[src/rtl/ipc_mailbox_pkg.sv]
// Shared constants for the inter-core mailbox: register offsets, bit positions
// and the STAT word packer used by the read mux.
package ipc_mailbox_pkg;

  localparam int MBX_DEPTH_DEFAULT = 8;

  localparam logic [1:0] MBX_PUSH = 2'd0;
  localparam logic [1:0] MBX_DATA = 2'd1;
  localparam logic [1:0] MBX_STAT = 2'd2;
  localparam logic [1:0] MBX_CTRL = 2'd3;

  localparam logic [31:0] MBX_CHB_BASE = 32'h0000_0010;

  localparam int STAT_CNT_LSB = 0;
  localparam int STAT_EMPTY   = 8;
  localparam int STAT_FULL    = 9;
  localparam int STAT_OVF     = 10;
  localparam int STAT_UDF     = 11;

  localparam int CTRL_IEN   = 0;
  localparam int CTRL_FLUSH = 1;

  function automatic logic [31:0] stat_word(input logic [7:0] cnt, input logic empty,
                                            input logic full, input logic ovf, input logic udf);
    logic [31:0] w;
    w = 32'h0000_0000;
    w[STAT_CNT_LSB +: 8] = cnt;
    w[STAT_EMPTY]        = empty;
    w[STAT_FULL]         = full;
    w[STAT_OVF]          = ovf;
    w[STAT_UDF]          = udf;
    return w;
  endfunction

endpackage

[src/rtl/ipc_mailbox_fifo.sv]
// One mailbox channel: circular buffer with occupancy count and sticky
// overflow/underflow flags. Storage is deliberately left unreset.
module mailbox_fifo #(
  parameter int DEPTH = 8,
  parameter int AW    = 3
) (
  input  logic          clk,
  input  logic          rst,
  input  logic          push,
  input  logic          pop,
  input  logic          flush,
  input  logic          clr_ovf,
  input  logic          clr_udf,
  input  logic [31:0]   wdata,
  output logic [31:0]   head,
  output logic [AW:0]   count,
  output logic          empty,
  output logic          full,
  output logic          ovf,
  output logic          udf
);

  localparam logic [AW:0]   CNT_ZERO = {(AW+1){1'b0}};
  localparam logic [AW:0]   CNT_ONE  = {{AW{1'b0}}, 1'b1};
  localparam logic [AW:0]   CNT_FULL = (AW+1)'(DEPTH);
  localparam logic [AW-1:0] PTR_ZERO = {AW{1'b0}};
  localparam logic [AW-1:0] PTR_ONE  = {{(AW-1){1'b0}}, 1'b1};

  logic [31:0]   mem_r [DEPTH];
  logic [AW-1:0] wptr_r;
  logic [AW-1:0] rptr_r;
  logic [AW:0]   count_r;
  logic          ovf_r;
  logic          udf_r;
  logic          empty_s;
  logic          full_s;

  assign empty_s = (count_r == CNT_ZERO);
  assign full_s  = (count_r == CNT_FULL);

  // Storage write; only accepted pushes land in memory
  always_ff @(posedge clk) begin
    if (push && !full_s && !flush) begin
      mem_r[wptr_r] <= wdata;
    end
  end

  // Pointers, occupancy and sticky flags; a same-cycle set beats a W1C clear
  always_ff @(posedge clk or posedge rst) begin
    if (rst) begin
      wptr_r  <= PTR_ZERO;
      rptr_r  <= PTR_ZERO;
      count_r <= CNT_ZERO;
      ovf_r   <= 1'b0;
      udf_r   <= 1'b0;
    end else begin
      if (clr_ovf) ovf_r <= 1'b0;
      if (clr_udf) udf_r <= 1'b0;
      if (flush) begin
        wptr_r  <= PTR_ZERO;
        rptr_r  <= PTR_ZERO;
        count_r <= CNT_ZERO;
      end else if (push) begin
        if (full_s) begin
          ovf_r <= 1'b1;
        end else begin
          wptr_r  <= wptr_r + PTR_ONE;
          count_r <= count_r + CNT_ONE;
        end
      end else if (pop) begin
        if (empty_s) begin
          udf_r <= 1'b1;
        end else begin
          rptr_r  <= rptr_r + PTR_ONE;
          count_r <= count_r - CNT_ONE;
        end
      end
    end
  end

  assign head  = empty_s ? 32'h0000_0000 : mem_r[rptr_r];
  assign count = count_r;
  assign empty = empty_s;
  assign full  = full_s;
  assign ovf   = ovf_r;
  assign udf   = udf_r;

endmodule

[src/rtl/ipc_mailbox.sv]
// RIB slave mailbox between the two cores: channel A (core0->core1) at 0x00,
// channel B (core1->core0) at 0x10, each with a level IRQ to its consumer.
module ipc_mailbox
  import ipc_mailbox_pkg::*;
#(
  parameter int DEPTH = MBX_DEPTH_DEFAULT,
  parameter int AW    = 3
) (
  input  logic        clk,
  input  logic        rst,
  input  logic        we_i,
  input  logic [31:0] addr_i,
  input  logic [31:0] data_i,
  output logic [31:0] data_o,
  output logic        irq_core1_o,
  output logic        irq_core0_o
);

  logic        ch_b_s;
  logic [1:0]  reg_sel_s;
  logic        wr_a_s, wr_b_s;
  logic        push_a_s, pop_a_s, stat_a_s, ctrl_a_s;
  logic        push_b_s, pop_b_s, stat_b_s, ctrl_b_s;
  logic        ien_a_r, ien_b_r;
  logic [31:0] head_a_s, head_b_s;
  logic [AW:0] count_a_s, count_b_s;
  logic        empty_a_s, full_a_s, ovf_a_s, udf_a_s;
  logic        empty_b_s, full_b_s, ovf_b_s, udf_b_s;
  logic [31:0] rdata_s;
  logic        unused_s;

  assign ch_b_s    = addr_i[4];
  assign reg_sel_s = addr_i[3:2];
  assign unused_s  = &{1'b0, addr_i[31:5], addr_i[1:0]};

  assign wr_a_s   = we_i & ~ch_b_s;
  assign wr_b_s   = we_i &  ch_b_s;
  assign push_a_s = wr_a_s & (reg_sel_s == MBX_PUSH);
  assign pop_a_s  = wr_a_s & (reg_sel_s == MBX_DATA);
  assign stat_a_s = wr_a_s & (reg_sel_s == MBX_STAT);
  assign ctrl_a_s = wr_a_s & (reg_sel_s == MBX_CTRL);
  assign push_b_s = wr_b_s & (reg_sel_s == MBX_PUSH);
  assign pop_b_s  = wr_b_s & (reg_sel_s == MBX_DATA);
  assign stat_b_s = wr_b_s & (reg_sel_s == MBX_STAT);
  assign ctrl_b_s = wr_b_s & (reg_sel_s == MBX_CTRL);

  mailbox_fifo #(.DEPTH(DEPTH), .AW(AW)) u_fifo_a (
    .clk(clk), .rst(rst), .push(push_a_s), .pop(pop_a_s),
    .flush(ctrl_a_s & data_i[CTRL_FLUSH]),
    .clr_ovf(stat_a_s & data_i[STAT_OVF]), .clr_udf(stat_a_s & data_i[STAT_UDF]),
    .wdata(data_i), .head(head_a_s), .count(count_a_s),
    .empty(empty_a_s), .full(full_a_s), .ovf(ovf_a_s), .udf(udf_a_s)
  );

  mailbox_fifo #(.DEPTH(DEPTH), .AW(AW)) u_fifo_b (
    .clk(clk), .rst(rst), .push(push_b_s), .pop(pop_b_s),
    .flush(ctrl_b_s & data_i[CTRL_FLUSH]),
    .clr_ovf(stat_b_s & data_i[STAT_OVF]), .clr_udf(stat_b_s & data_i[STAT_UDF]),
    .wdata(data_i), .head(head_b_s), .count(count_b_s),
    .empty(empty_b_s), .full(full_b_s), .ovf(ovf_b_s), .udf(udf_b_s)
  );

  // Interrupt-enable bits; flush is a pulse consumed by the FIFO directly
  always_ff @(posedge clk or posedge rst) begin
    if (rst) begin
      ien_a_r <= 1'b0;
      ien_b_r <= 1'b0;
    end else begin
      if (ctrl_a_s) ien_a_r <= data_i[CTRL_IEN];
      if (ctrl_b_s) ien_b_r <= data_i[CTRL_IEN];
    end
  end

  // Side-effect-free read mux
  always_comb begin
    rdata_s = 32'h0000_0000;
    case (reg_sel_s)
      MBX_PUSH: rdata_s = 32'h0000_0000;
      MBX_DATA: rdata_s = ch_b_s ? head_b_s : head_a_s;
      MBX_STAT: rdata_s = ch_b_s ?
                  stat_word(8'(count_b_s), empty_b_s, full_b_s, ovf_b_s, udf_b_s) :
                  stat_word(8'(count_a_s), empty_a_s, full_a_s, ovf_a_s, udf_a_s);
      MBX_CTRL: rdata_s = {31'h0000_0000, (ch_b_s ? ien_b_r : ien_a_r)};
      default:  rdata_s = 32'h0000_0000;
    endcase
  end

  assign data_o      = rdata_s;
  assign irq_core1_o = ien_a_r & ~empty_a_s;
  assign irq_core0_o = ien_b_r & ~empty_b_s;

endmodule

[config.mk]
export PLATFORM = sky130hd
export DESIGN_NAME = ipc_mailbox
export DESIGN_NICKNAME = d
export VERILOG_FILES = /design/src/rtl/ipc_mailbox_pkg.sv /design/src/rtl/ipc_mailbox_fifo.sv /design/src/rtl/ipc_mailbox.sv
export SDC_FILE = /design/constraint.sdc
export NUM_CORES = 1
export LEC_CHECK = 0
export BUFFER_PORTS_ARGS = -buffer_cell sky130_fd_sc_hd__buf_2
export CAP_MARGIN = 20
export CORE_MARGIN = 5
export CORE_UTILIZATION = 42
export DETAILED_ROUTE_END_ITERATION = 10
export MAX_ROUTING_LAYER = met4
export PLACE_DENSITY = 0.69
export SLEW_MARGIN = 40
export SYNTH_ARGS = -nofsm -noshare
export SYNTH_HDL_FRONTEND = slang
export SYNTH_HIERARCHICAL = 1
export SYNTH_SLANG_ARGS = --single-unit
[constraint.sdc]
create_clock -name clk -period 3.6 [get_ports clk]
set_input_delay 0.54 -clock clk [delete_from_list [all_inputs] [get_ports clk]]
set_output_delay 0.54 -clock clk [all_outputs]
set_load 0.005 [all_outputs]
* After elaboration in Yosys (flattened, before gate mapping)
Memory sizes are Yosys's and may differ from the RTL's.
Index checks and enable logic that the tools add are counted.
** Cells by class
- Add/sub/neg operators :: 8
- Eq/ne operators :: 15
- Muxes and demuxes :: 52
- Bitwise gates (word level) :: 21
- Reduce and logical (&&, ||, !) cells :: 23
** Operator list (count)
- $pmux W32 S4 :: 1
- $mux W32 :: 3
- $mux W3 :: 14
- $mux W4 :: 10
- $mux W1 :: 23
- $and A1 B1 Y1 :: 18
- $add A3 B1 Y3 const B :: 4
- $mux W12 :: 1
- $reduce_and A3 Y1 :: 4
- $add A4 B1 Y4 const B :: 2
- $eq A4 B4 Y1 const B :: 2
- $logic_not A4 Y1 :: 2
- $ne A2 B1 Y1 const B :: 4
- $reduce_bool A2 Y1 :: 4
- $sub A4 B1 Y4 const B :: 2
- $ne A3 B1 Y1 const B :: 2
- $ne A3 B3 Y1 const B :: 2
- $reduce_bool A3 Y1 :: 2
- $eq A2 B2 Y1 const B :: 2
- $logic_and A1 B1 Y1 :: 4
- $logic_not A1 Y1 :: 4
- $ne A2 B2 Y1 const B :: 2
- $reduce_and A2 Y1 :: 2
- $not A1 Y1 :: 3
- 2 further kinds :: 2
** Word-level totals
- Bits in registers :: 26
- Memory bits (writable) :: 512
- Bits of input ports :: 67
- Output and inout port bits :: 34
- Word-level logic and storage cells :: 133
- Memories :: 2
** Memory list
- u_fifo_a.mem_r :: words 8, bits a word 32, rd ports 1, clocked after Yosys merged registers in 0, wr ports 1, line ipc_mailbox_fifo.sv:29 : logic [31:0] mem_r [DEPTH];
- u_fifo_b.mem_r :: words 8, bits a word 32, rd ports 1, clocked after Yosys merged registers in 0, wr ports 1, line ipc_mailbox_fifo.sv:29

* Longest topological paths before layout
Gate-level depths: netlist (run 1).
- Depth after elaboration :: 9
- Mapped depth :: 10
- Mapped depth without buffers :: 8

* Modules after synthesis
Netlist (run 1), hierarchy kept.
** By module, submodules not included
- mailbox_fifo :: times used 2, cells an instance 490, area an instance 10425.0 µm², seq. area each 7987.7 µm²
- ipc_mailbox :: times used 1, cells an instance 118, area an instance 965.9 µm², seq. area each 50.0 µm²

* Least setup slack after synthesis (run 1)
OpenSTA, ideal clock, no wires.
- Path kind :: input to register
- From :: in addr_i[4]
- To :: mem u_fifo_a.mem_r[0][0] (enable)
- Library setup time :: 0.461 ns
- Arrival :: 4.042 ns
- Data required time :: 3.139 ns
- Setup slack :: -0.903 ns
- Stages :: 7
- Buffers on the path :: 2
- Path through :: buf_6 > nand2b_4 > nor3_1 > clkbuf_1 > nand2b_1 > or3_1 > nor3_1
** Between the ends
- Elaborated cells on any way between the ends :: 10
- Those cells by class :: 2 x mux; 5 x bitwise; 3 x reduce/logical
** RTL lines
- start, declared :: line ipc_mailbox.sv:12 : input logic [31:0] addr_i,
- $not A1 Y1 :: line ipc_mailbox.sv:36 : assign wr_a_s = we_i & ~ch_b_s;
- $and A1 B1 Y1 :: line ipc_mailbox.sv:36
- $and A1 B1 Y1 :: line ipc_mailbox.sv:38 : assign push_a_s = wr_a_s & (reg_sel_s == MBX_PUSH);
- net push_a_s :: line ipc_mailbox.sv:22 : logic push_a_s, pop_a_s, stat_a_s, ctrl_a_s;
- $logic_and A1 B1 Y1 (2 in a row) :: line ipc_mailbox_fifo.sv:43 : if (push && !full_s && !flush) begin
- $mux W1 :: line ipc_mailbox_fifo.sv:43
- $mux W1 (implied by the code) :: line ipc_mailbox_fifo.sv:44 : mem_r[wptr_r] <= wdata;
- end, declared :: line ipc_mailbox_fifo.sv:29
The timed path passes the listed nets, and every way through them passes these cells.

* Worst setup path after layout (run 1)
- From :: reg u_fifo_b.count_r[1] (netlist: u_fifo_b/count[1])
- To :: out data_o[10]
** Between the ends
- Word-level cells in the longest chain between the ends :: 4
** RTL lines
- start, declared :: line ipc_mailbox_fifo.sv:32 : logic [AW:0] count_r;
- start signal, assigned :: line ipc_mailbox_fifo.sv:68 : count_r <= count_r + CNT_ONE;
- start signal, assigned :: line ipc_mailbox_fifo.sv:75 : count_r <= count_r - CNT_ONE;
- $logic_not A4 Y1 :: line ipc_mailbox_fifo.sv:38 : assign empty_s = (count_r == CNT_ZERO);
- net empty_b_s :: line ipc_mailbox.sv:28 : logic empty_b_s, full_b_s, ovf_b_s, udf_b_s;
- $mux W32 :: line ipc_mailbox_fifo.sv:81 : assign head = empty_s ? 32'h0000_0000 : mem_r[rptr_r];
- net head_b_s[10] :: line ipc_mailbox.sv:25 : logic [31:0] head_a_s, head_b_s;
- $mux W32 :: line ipc_mailbox.sv:79 : MBX_DATA: rdata_s = ch_b_s ? head_b_s : head_a_s;
- $pmux W32 S4 :: line ipc_mailbox.sv:77 : case (reg_sel_s)
- end, declared :: line ipc_mailbox.sv:14 : output logic [31:0] data_o,
The timed path passes the listed nets, and every way through them passes these cells.

==> results of run 1 <==
==> worst max-delay path, delay by kind of cell, from the launching register on <==
kind	cells	cell delay (ps)
AND/OR/NAND/NOR	2	900
AO/OA/AOI/OAI	1	160
multiplexers	1	230
buffers and inverters	2	480
flip-flops	1	480
==> synthesized netlist by cell type, types with 7 or more instances <==
master      n  area share (%)
a21oi_1    11            0.25
buf_1      10            0.17
buf_2       9            0.21
buf_4      11            0.38
buf_6       7            0.36
clkbuf_1   18            0.31
dfrtp_1    26             3.0
edfxtp_1  512              70
ha_1        8            0.46
inv_1      14            0.24
mux2i_1   103             4.7
mux4_2    128              13
nand2_1    18            0.31
nand2b_1    8            0.23
nand3_1     7            0.16
nor2_1    125             2.2
nor2_2      7            0.20
nor2b_1     8            0.23
nor3_1      8            0.18
xnor2_1    10            0.40
==> logic make-up (layout without fill, tap and decap cells) <==
logic type / count (synthesis) / count (layout) / synth area share (%)
muxes: 235 / 235 / 18.2
buffers and inverters: 73 / 247 / 1.93
AOI/OAI and AO/OA: 34 / 34 / 1.11
other: 0 / 2 / 0
DFF: 538 / 538 / 73.5
adders and majority gates: 10 / 10 / 0.642
xor gates and xnor gates: 14 / 14 / 0.562
and+or+nand+nor: 194 / 194 / 4.14
==> metrics by stage <==
| stage | power (mW) | instance area (um2) | std cells | worst slack, ps | hold slack, ps |
|---|---|---|---|---|---|
| detailed placement | 11.9 | 23400 | 1850 | 666 | 426 |
| floorplan | 10.6 | 21800 | 1098 | -45.0 | 281 |
| global placement | 11.8 | 23400 | 1850 | 657 | 426 |
| CTS | 17.3 | 25100 | 1951 | 17.2 | 278 |
| global route | 18.0 | 25100 | 1954 | 8.22 | 300 |
| finish | 17.2 | 25100 | 1954 | 220 | 303 |
==> per-layer routing <==
metal	routed length [um]	GRT usage [%]
met3	3040	3.25
met4	912	4.18
met5	0	-
met2	22900	26.4
met1	20000	23.5
==> final cells by class <==
cell class                      count  area, um2
Fill cell                        4177      26300
Sequential cell                   538      16000
Multi-Input combinational cell    487       5500
Clock buffer                       75       1500
Timing Repair Buffer              131        957
Tap cell                          680        851
Clock inverter                     25        216
Inverter                           16       70.1
Antenna cell                        2       5.00
==> registers in the layout, indices dropped and copies added (netlist names), 3 cells and up <==
| signal | cells |
|---|---|
| u_fifo_b/rptr_r | 3 |
| u_fifo_a/mem_r | 256 |
| u_fifo_a/wptr_r | 3 |
| u_fifo_a/rptr_r | 3 |
| u_fifo_b/wptr_r | 3 |
| u_fifo_a/count | 4 |
| u_fifo_b/mem_r | 256 |
| u_fifo_b/count | 4 |
==> power groups by stage <==
stage	sequential [mW]	combinational, mW	clock, mW
finish	7.50	4.23	5.43
global route	7.54	4.63	5.82
CTS	7.53	4.26	5.54
detailed placement	7.66	4.24	0
global placement	7.64	4.18	0
floorplan	7.37	3.20	0
==> what timing repair did <==
item / CTS / global route
endpoints found under the hold margin: 26 / 0
setup endpoints to repair: 0 / 10
setup buffers: 0 / 1
hold buffers: 1 / 0
gates resized for setup: 0 / 1
==> worst paths after layout <==
kind                                          to  slack, ps  cells past startpoint
min in group asynchronous                ien_a_r        390                      3
hold reg to reg                          ien_b_r        510                      1
hold / removal              u_fifo_a/mem_r[0][8]        300                      1
max in group asynchronous     u_fifo_b/rptr_r[0]       2630                      3
setup reg to reg           u_fifo_a/mem_r[0][25]       1140                      5
setup / recovery                      data_o[10]        220                      6
==> impl_metrics.json, run 1 <==
{
  "status": "complete, no violations",
  "nets": 1305,
  "finalHoldViolations": 0,
  "cts.clk_slew.worst_paths_ps": 60,
  "io_buffer_count": 71,
  "maxSlewHeadroom_pct": 40.8,
  "start_util_pct": 42.4,
  "synth_cells": 1098,
  "synthArstFlopShare_pct": 4.83,
  "dp.final_hpwl_um": 27000,
  "max_freq_ghz": 0.296,
  "maxSlewViolCount": 0,
  "via_per_inst": 5.49,
  "finalCritPeriodShare_pct": 93.9,
  "io_pins": 101,
  "grt_max_degree": 34,
  "cts_tree": "yes",
  "p_sw_share_pct": 28.0,
  "avgSynthCellArea_um2": 19.9,
  "synth_ff_type": "edfxtp_1",
  "num_vias": 10700,
  "routedWlPerCell_um": 23.9,
  "htree_num_levels": 2,
  "end_kind": "output pin",
  "worstPathCellList": "nor4_4, buf_4, nor2_1, mux2i_1, o22ai_1, buf_2",
  "rsz0062_at_grt": "no",
  "tightest_slew_ps": 881,
  "ant_nets": 0,
  "setup_violations": 0,
  "fin_skew_ps": 24.9,
  "drc": 0,
  "slowest_stage": "nor4_4",
  "core_um2": 51400,
  "drive_gt1_share_pct": 30.1,
  "numCtsBuffers": 54,
  "die_h_um": 238,
  "arrival_ps": 2840,
  "wl_um": 46800,
  "total_leakage_power_nw": 8.16,
  "startpoint": "u_fifo_b/count[1]",
  "power_frac_seq_pct": 43.7,
  "cp_max_fo": 8,
  "irDropWorstVdd_mv": 0.355,
  "fp.dieW_um": 238,
  "hold_class": "primary input to flip-flop",
  "grt_pass1_vias": 11100,
  "synth_seq_cells": 538,
  "firstDrtPassIters": 5,
  "cap_violations": 0,
  "yosys_warnings": 6,
  "final_cell_mix": "512 x edfxtp_1, 128 x mux4_2, 113 x nor2_1",
  "dieArea_um2": 56600,
  "critPathRequiredTime_ps": 3060,
  "drtIter0Drc": 989,
  "clock_path_buffers": 3,
  "synth_edf_count": 512,
  "syn-cell-area_um2": 21800,
  "grt_pass1_wl_um": 70500,
  "pwr-share-comb_pct": 24.7,
  "switchingPower_mw": 4.81,
  "layout_commonest_cell": "edfxtp_1",
  "pwr-share-clk_pct": 31.6,
  "critPathKind": "flip-flop to output pin",
  "antenna_found_initial": 2,
  "grt_overflow": 0,
  "rows": 83,
  "power.density_nw_per_um2": 682,
  "synth_nets": 1175,
  "reg2reg_from": "u_fifo_a/count[3]",
  "synth.distinct_cells": 42,
  "gp_congestion": 0.771,
  "start_kind": "flip-flop",
  "max_stage_delay_ps": 830,
  "final.min_clock_period_ps": 3380,
  "clock_latency_ps": 600,
  "clock_sinks": 538,
  "min-delay-start": "data_i[8]",
  "p_int_mw": 12.3,
  "area_growth_syn_to_layout_pct": 15.3,
  "ys_seq_area_share_pct": 73.5,
  "post-route-util_pct": 48.9,
  "finalSetupTns_ps": 0,
  "grt_usage_pct": 17.0,
  "cts-root-buf": "clkbuf_16"
}
Note: power is estimated with default switching activity, not from simulation.
==> run 2: changes to the inputs <==
--- a/config.mk
+++ b/config.mk
@@ -11,7 +11,7 @@
 export CORE_UTILIZATION = 42
 export DETAILED_ROUTE_END_ITERATION = 10
 export MAX_ROUTING_LAYER = met4
-export PLACE_DENSITY = 0.69
+export PLACE_DENSITY = 0.67
 export SLEW_MARGIN = 40
 export SYNTH_ARGS = -nofsm -noshare
 export SYNTH_HDL_FRONTEND = slang
==> constraint.sdc (replaced) <==
create_clock -name clk -period 3.91 [get_ports clk]
set_input_delay 0.5865 -clock clk [delete_from_list [all_inputs] [get_ports clk]]
set_output_delay 0.5865 -clock clk [all_outputs]
set_load 0.005 [all_outputs]
==> impl_metrics.json, run 2 (synthesis results as in run 1) <==
{
  "status": "complete, no violations",
  "numCtsBuffers": 54,
  "drtIter0Drc": 1023,
  "nets": 1289,
  "irDropWorstVdd_mv": 0.372,
  "critPathRequiredTime_ps": 3320,
  "fp.dieW_um": 238,
  "cp_max_fo": 30,
  "maxSlewHeadroom_pct": 43.6,
  "total_leakage_power_nw": 8.09,
  "clock_sinks": 538,
  "drive_gt1_share_pct": 29.0,
  "start_kind": "flip-flop",
  "arrival_ps": 3060,
  "holdWs_ps": 367,
  "ant_nets": 0,
  "ctsResizeCount": 0,
  "cap_violations": 0,
  "via_per_inst": 5.53,
  "reg2reg_depth": 5,
  "maxSlewViolCount": 0,
  "htree_num_levels": 2,
  "max_freq_ghz": 0.274,
  "area_growth_syn_to_layout_pct": 14.8,
  "cts_tree": "yes",
  "end_kind": "output pin",
  "finalPower_mw": 15.7,
  "final.fill_count": 4176,
  "power.density_nw_per_um2": 628,
  "grt_usage_pct": 17.4,
  "final.min_clock_period_ps": 3650,
  "grt_pass1_wl_um": 72000,
  "setup_violations": 0,
  "min-delay-start": "data_i[6]",
  "final_cell_mix": "512 x edfxtp_1, 128 x mux4_2, 113 x nor2_1",
  "holdPathEnd": "u_fifo_a/mem_r[5][6]",
  "cts.clk_slew.worst_paths_ps": 60,
  "startpoint": "u_fifo_b/rptr_r[0]",
  "fin_skew_ps": 27.2,
  "io_pins": 101,
  "clock_path_buffers": 3,
  "hold_path_depth": 1,
  "tightest_slew_ps": 846,
  "core_um2": 51400,
  "clock_latency_ps": 600,
  "finalSetupTns_ps": 0,
  "gp_congestion": 0.772,
  "finalCritPeriodShare_pct": 93.3,
  "firstDrtPassIters": 5,
  "reg2reg_slack_ps": 1290,
  "routedWlPerCell_um": 24.4,
  "grt_max_degree": 47,
  "r2r-end": "u_fifo_a/mem_r[0][28]",
  "layout_commonest_cell": "edfxtp_1",
  "antenna_found_initial": 2,
  "io_buffer_count": 71,
  "drc": 0,
  "start_util_pct": 42.4,
  "hold_class": "primary input to flip-flop",
  "num_vias": 10700,
  "reg2reg_from": "u_fifo_a/count[1]",
  "wl_um": 47300,
  "largest_registers": "u_fifo_a/mem_r (256), u_fifo_b/mem_r (256)",
  "dp.final_hpwl_um": 27000,
  "grt_pass1_vias": 11300,
  "grt_overflow": 0,
  "finalHoldViolations": 0,
  "die_h_um": 238,
  "rsz0062_at_grt": "no",
  "rows": 83,
  "critPathKind": "flip-flop to output pin",
  "dieArea_um2": 56600,
  "cts-root-buf": "clkbuf_16"
}
run 2: changes by cell type in the layout (fill, tap and decap cells not counted), sizes merged:
cell / before / now
buf: 130 / 114
bufinv: 3 / 6
clkbuf: 75 / 68
clkinv: 17 / 21
clkinvlp: 4 / 3
diode: 2 / 1
inv: 17 / 16
run 2: through the flow:
stage / cell area [um2] / utilization (%) / cells / setup WS [ps]
floorplan: 21800 / - / 1098 / 217
global placement: 23300 / 45.3 / 1835 / 841
detailed placement: 23300 / 45.3 / 1835 / 825
CTS: 25100 / 48.7 / 1934 / 189
global route: 25100 / 48.7 / 1935 / 27.9
finish: 25100 / 48.7 / 1935 / 260
run 2: critical path, cell delays in order (launching register included):
cell,delay (ps)
dfrtp_4,870
mux4_2,600
mux2i_1,140
nor2_1,70
mux2i_1,440
o22ai_2,170
buf_2,170
run 2: worst max path at each step:
stage                     slack (ps)                    to  depth (start not counted)
after floorplan                  220  u_fifo_a/mem_r[4][0]                          7
after global placement           840            data_o[13]                          7
after detailed placement         830            data_o[13]                          7
after CTS                        190            data_o[13]                          7
after global routing              30             data_o[5]                          7
final                            260             data_o[3]                          6
run 2: repair_timing:
action	CTS	global route
endpoints found under the hold margin	2	0
hold buffers	1	0
setup buffers	0	0
run 2: layout make-up:
| cell class | instances | area (um2) | share of cell area, % |
|---|---|---|---|
| multi-input combinational | 487 | 5500 | 22.0 |
| tap | 680 | 851 | 3.40 |
| timing repair buffer | 115 | 851 | 3.40 |
| sequential | 538 | 16000 | 64.0 |
| antenna | 1 | 2.50 | 0.00999 |
| clock inverter | 30 | 308 | 1.23 |
| inverter | 16 | 70.1 | 0.280 |
| clock buffer | 68 | 1430 | 5.69 |
run 2: metal layers:
| layer | wire, um | share of wire, % | vias up | global-route usage [%] |
|---|---|---|---|---|
| li1 | - | - | 4633 | - |
| met1 | 20800 | 44 | 5667 | 24.4 |
| met4 | 743 | 1.6 | 0 | 3.55 |
| met5 | 0 | 0 | - | - |
| met3 | 2900 | 6.1 | 61 | 3.02 |
| met2 | 22800 | 48 | 349 | 27.5 |
run 2: report_power, final:
part / internal (mW) / switching (mW)
Clock: 2.97 / 2.09
Sequential: 6.52 / 0.499
Combinational: 1.84 / 1.81
==> run 3: changes to the inputs <==
--- a/config.mk
+++ b/config.mk
@@ -5,13 +5,16 @@
 export SDC_FILE = /design/constraint.sdc
 export NUM_CORES = 1
 export LEC_CHECK = 0
+export ABC_CLOCK_PERIOD_IN_PS = 3910
 export BUFFER_PORTS_ARGS = -buffer_cell sky130_fd_sc_hd__buf_2
 export CAP_MARGIN = 20
-export CORE_MARGIN = 5
+export CELL_PAD_IN_SITES_DETAIL_PLACEMENT = 0
+export CELL_PAD_IN_SITES_GLOBAL_PLACEMENT = 1
+export CORE_MARGIN = 2
 export CORE_UTILIZATION = 42
 export DETAILED_ROUTE_END_ITERATION = 10
 export MAX_ROUTING_LAYER = met4
-export PLACE_DENSITY = 0.67
+export PLACE_DENSITY = 0.74
 export SLEW_MARGIN = 40
 export SYNTH_ARGS = -nofsm -noshare
 export SYNTH_HDL_FRONTEND = slang
==> impl_metrics.json, run 3 (synthesis results as in run 1) <==
{
  "drc": 0,
  "dp.cells": 1842,
  "fp.dieW_um": 232,
  "dp_slack_ps": 802,
  "dp.final_hpwl_um": 26500,
  "via_per_inst": 5.51,
  "finalPower_mw": 15.6,
  "post-route-util_pct": 48.7,
  "finalCritPeriodShare_pct": 92.9,
  "ctsResizeCount": 0,
  "max_freq_ghz": 0.275,
  "nets": 1295,
  "setup_violations": 0,
  "hold_class": "primary input to flip-flop",
  "finalHoldViolations": 0,
  "clock_sinks": 538,
  "final_cell_mix": "512 x edfxtp_1, 128 x mux4_2, 113 x nor2_1",
  "setup_ws_ps": 277,
  "clock_path_buffers": 3,
  "fin_skew_ps": 23.1,
  "power.density_nw_per_um2": 623,
  "clock_latency_ps": 610,
  "numCtsBuffers": 53,
  "place_area_um2": 23300,
  "antenna_found_initial": 1,
  "htree_num_levels": 2,
  "cap_violations": 0,
  "routedWlPerCell_um": 24.3,
  "drive_gt1_share_pct": 29.3,
  "grt_pass1_vias": 11000,
  "ant_nets": 0,
  "cts.clk_slew.worst_paths_ps": 60,
  "grt_overflow": 0,
  "grt_pass1_wl_um": 71000,
  "num_vias": 10700,
  "end_kind": "output pin",
  "cts-root-buf": "clkbuf_16",
  "final.fill_count": 4197,
  "maxSlewHeadroom_pct": 49.6,
  "final.min_clock_period_ps": 3630,
  "start_kind": "flip-flop",
  "dieArea_um2": 53800,
  "area_growth_syn_to_layout_pct": 14.5,
  "gp_congestion": 0.752,
  "rows": 83,
  "seqCellArea_um2": 16000,
  "firstDrtPassIters": 5,
  "multi_input_area_um2": 5500,
  "cts_setup_buffers": 0,
  "die_h_um": 232,
  "grt_usage_pct": 18.6,
  "critPathRequiredTime_ps": 3320,
  "drtIter0Drc": 885,
  "status": "complete, no violations",
  "critPathKind": "flip-flop to output pin",
  "start_util_pct": 42.5,
  "tightest_slew_ps": 756,
  "largest_registers": "u_fifo_a/mem_r (256), u_fifo_b/mem_r (256)",
  "io_buffer_count": 71,
  "irDropWorstVdd_mv": 0.368,
  "cts_tree": "yes",
  "arrival_ps": 3050,
  "maxSlewViolCount": 0,
  "layout_commonest_cell": "edfxtp_1",
  "final_area_um2": 25000,
  "cp_max_fo": 20,
  "core_um2": 51300,
  "total_leakage_power_nw": 8.08,
  "holdWs_ps": 353,
  "rsz0062_at_grt": "no",
  "finalSetupTns_ps": 0,
  "grt_max_degree": 34,
  "final_cells": 1941,
  "io_pins": 101,
  "wl_um": 47100
}
run 3: power by group:
group          internal (mW)  total [mW]  switching, mW
clock network           2.77        4.86           2.09
logic                   1.88        3.68           1.79
registers               6.52        7.02          0.505
total                   11.2        15.6           4.39
run 3: critical path: stages (launching register included):
cell and delay [ps]:
dfrtp_4 700, buf_4 350, mux4_2 550, mux2i_1 180, nor2_1 60, mux2i_1 340
nor2_1 110, buf_2 160
run 3: path summary, 6_finish.rpt:
path | from | to | slack (ps) | cells past startpoint
max in group asynchronous | rst | u_fifo_b/rptr_r[0] | 2890 | 3
min | data_i[19] | u_fifo_a/mem_r[0][19] | 350 | 1
max reg2reg | u_fifo_a/count[0] | u_fifo_a/mem_r[2][17] | 1550 | 6
min in group asynchronous | rst | ien_a_r | 440 | 3
max | u_fifo_a/rptr_r[0] | data_o[31] | 280 | 7
min reg2reg | ien_b_r | ien_b_r | 530 | 1
run 3: layer usage:
metal | track usage, % | part of all wire (%) | up-vias
li1 | - | - | 4640
met5 | - | 0 | -
met1 | 25.2 | 43 | 5707
met2 | 29.7 | 50 | 306
met3 | 3.34 | 5.9 | 50
met4 | 3.69 | 1.4 | 0
run 3: cell type report:
class	instances	area share, %
inverters	16	0.280
diodes	1	0.0100
well taps	680	3.41
flip-flops and latches	538	64.2
repair buffers	122	3.45
clock inverters	28	1.08
clock buffers	69	5.55
multi-input cells	487	22.0
run 3: repair_timing:
action / 4_1_cts / 5_1_grt
hold buffers: 1 / 0
endpoints found under the hold margin: 2 / 0
endpoints found under the setup margin: 0 / 0
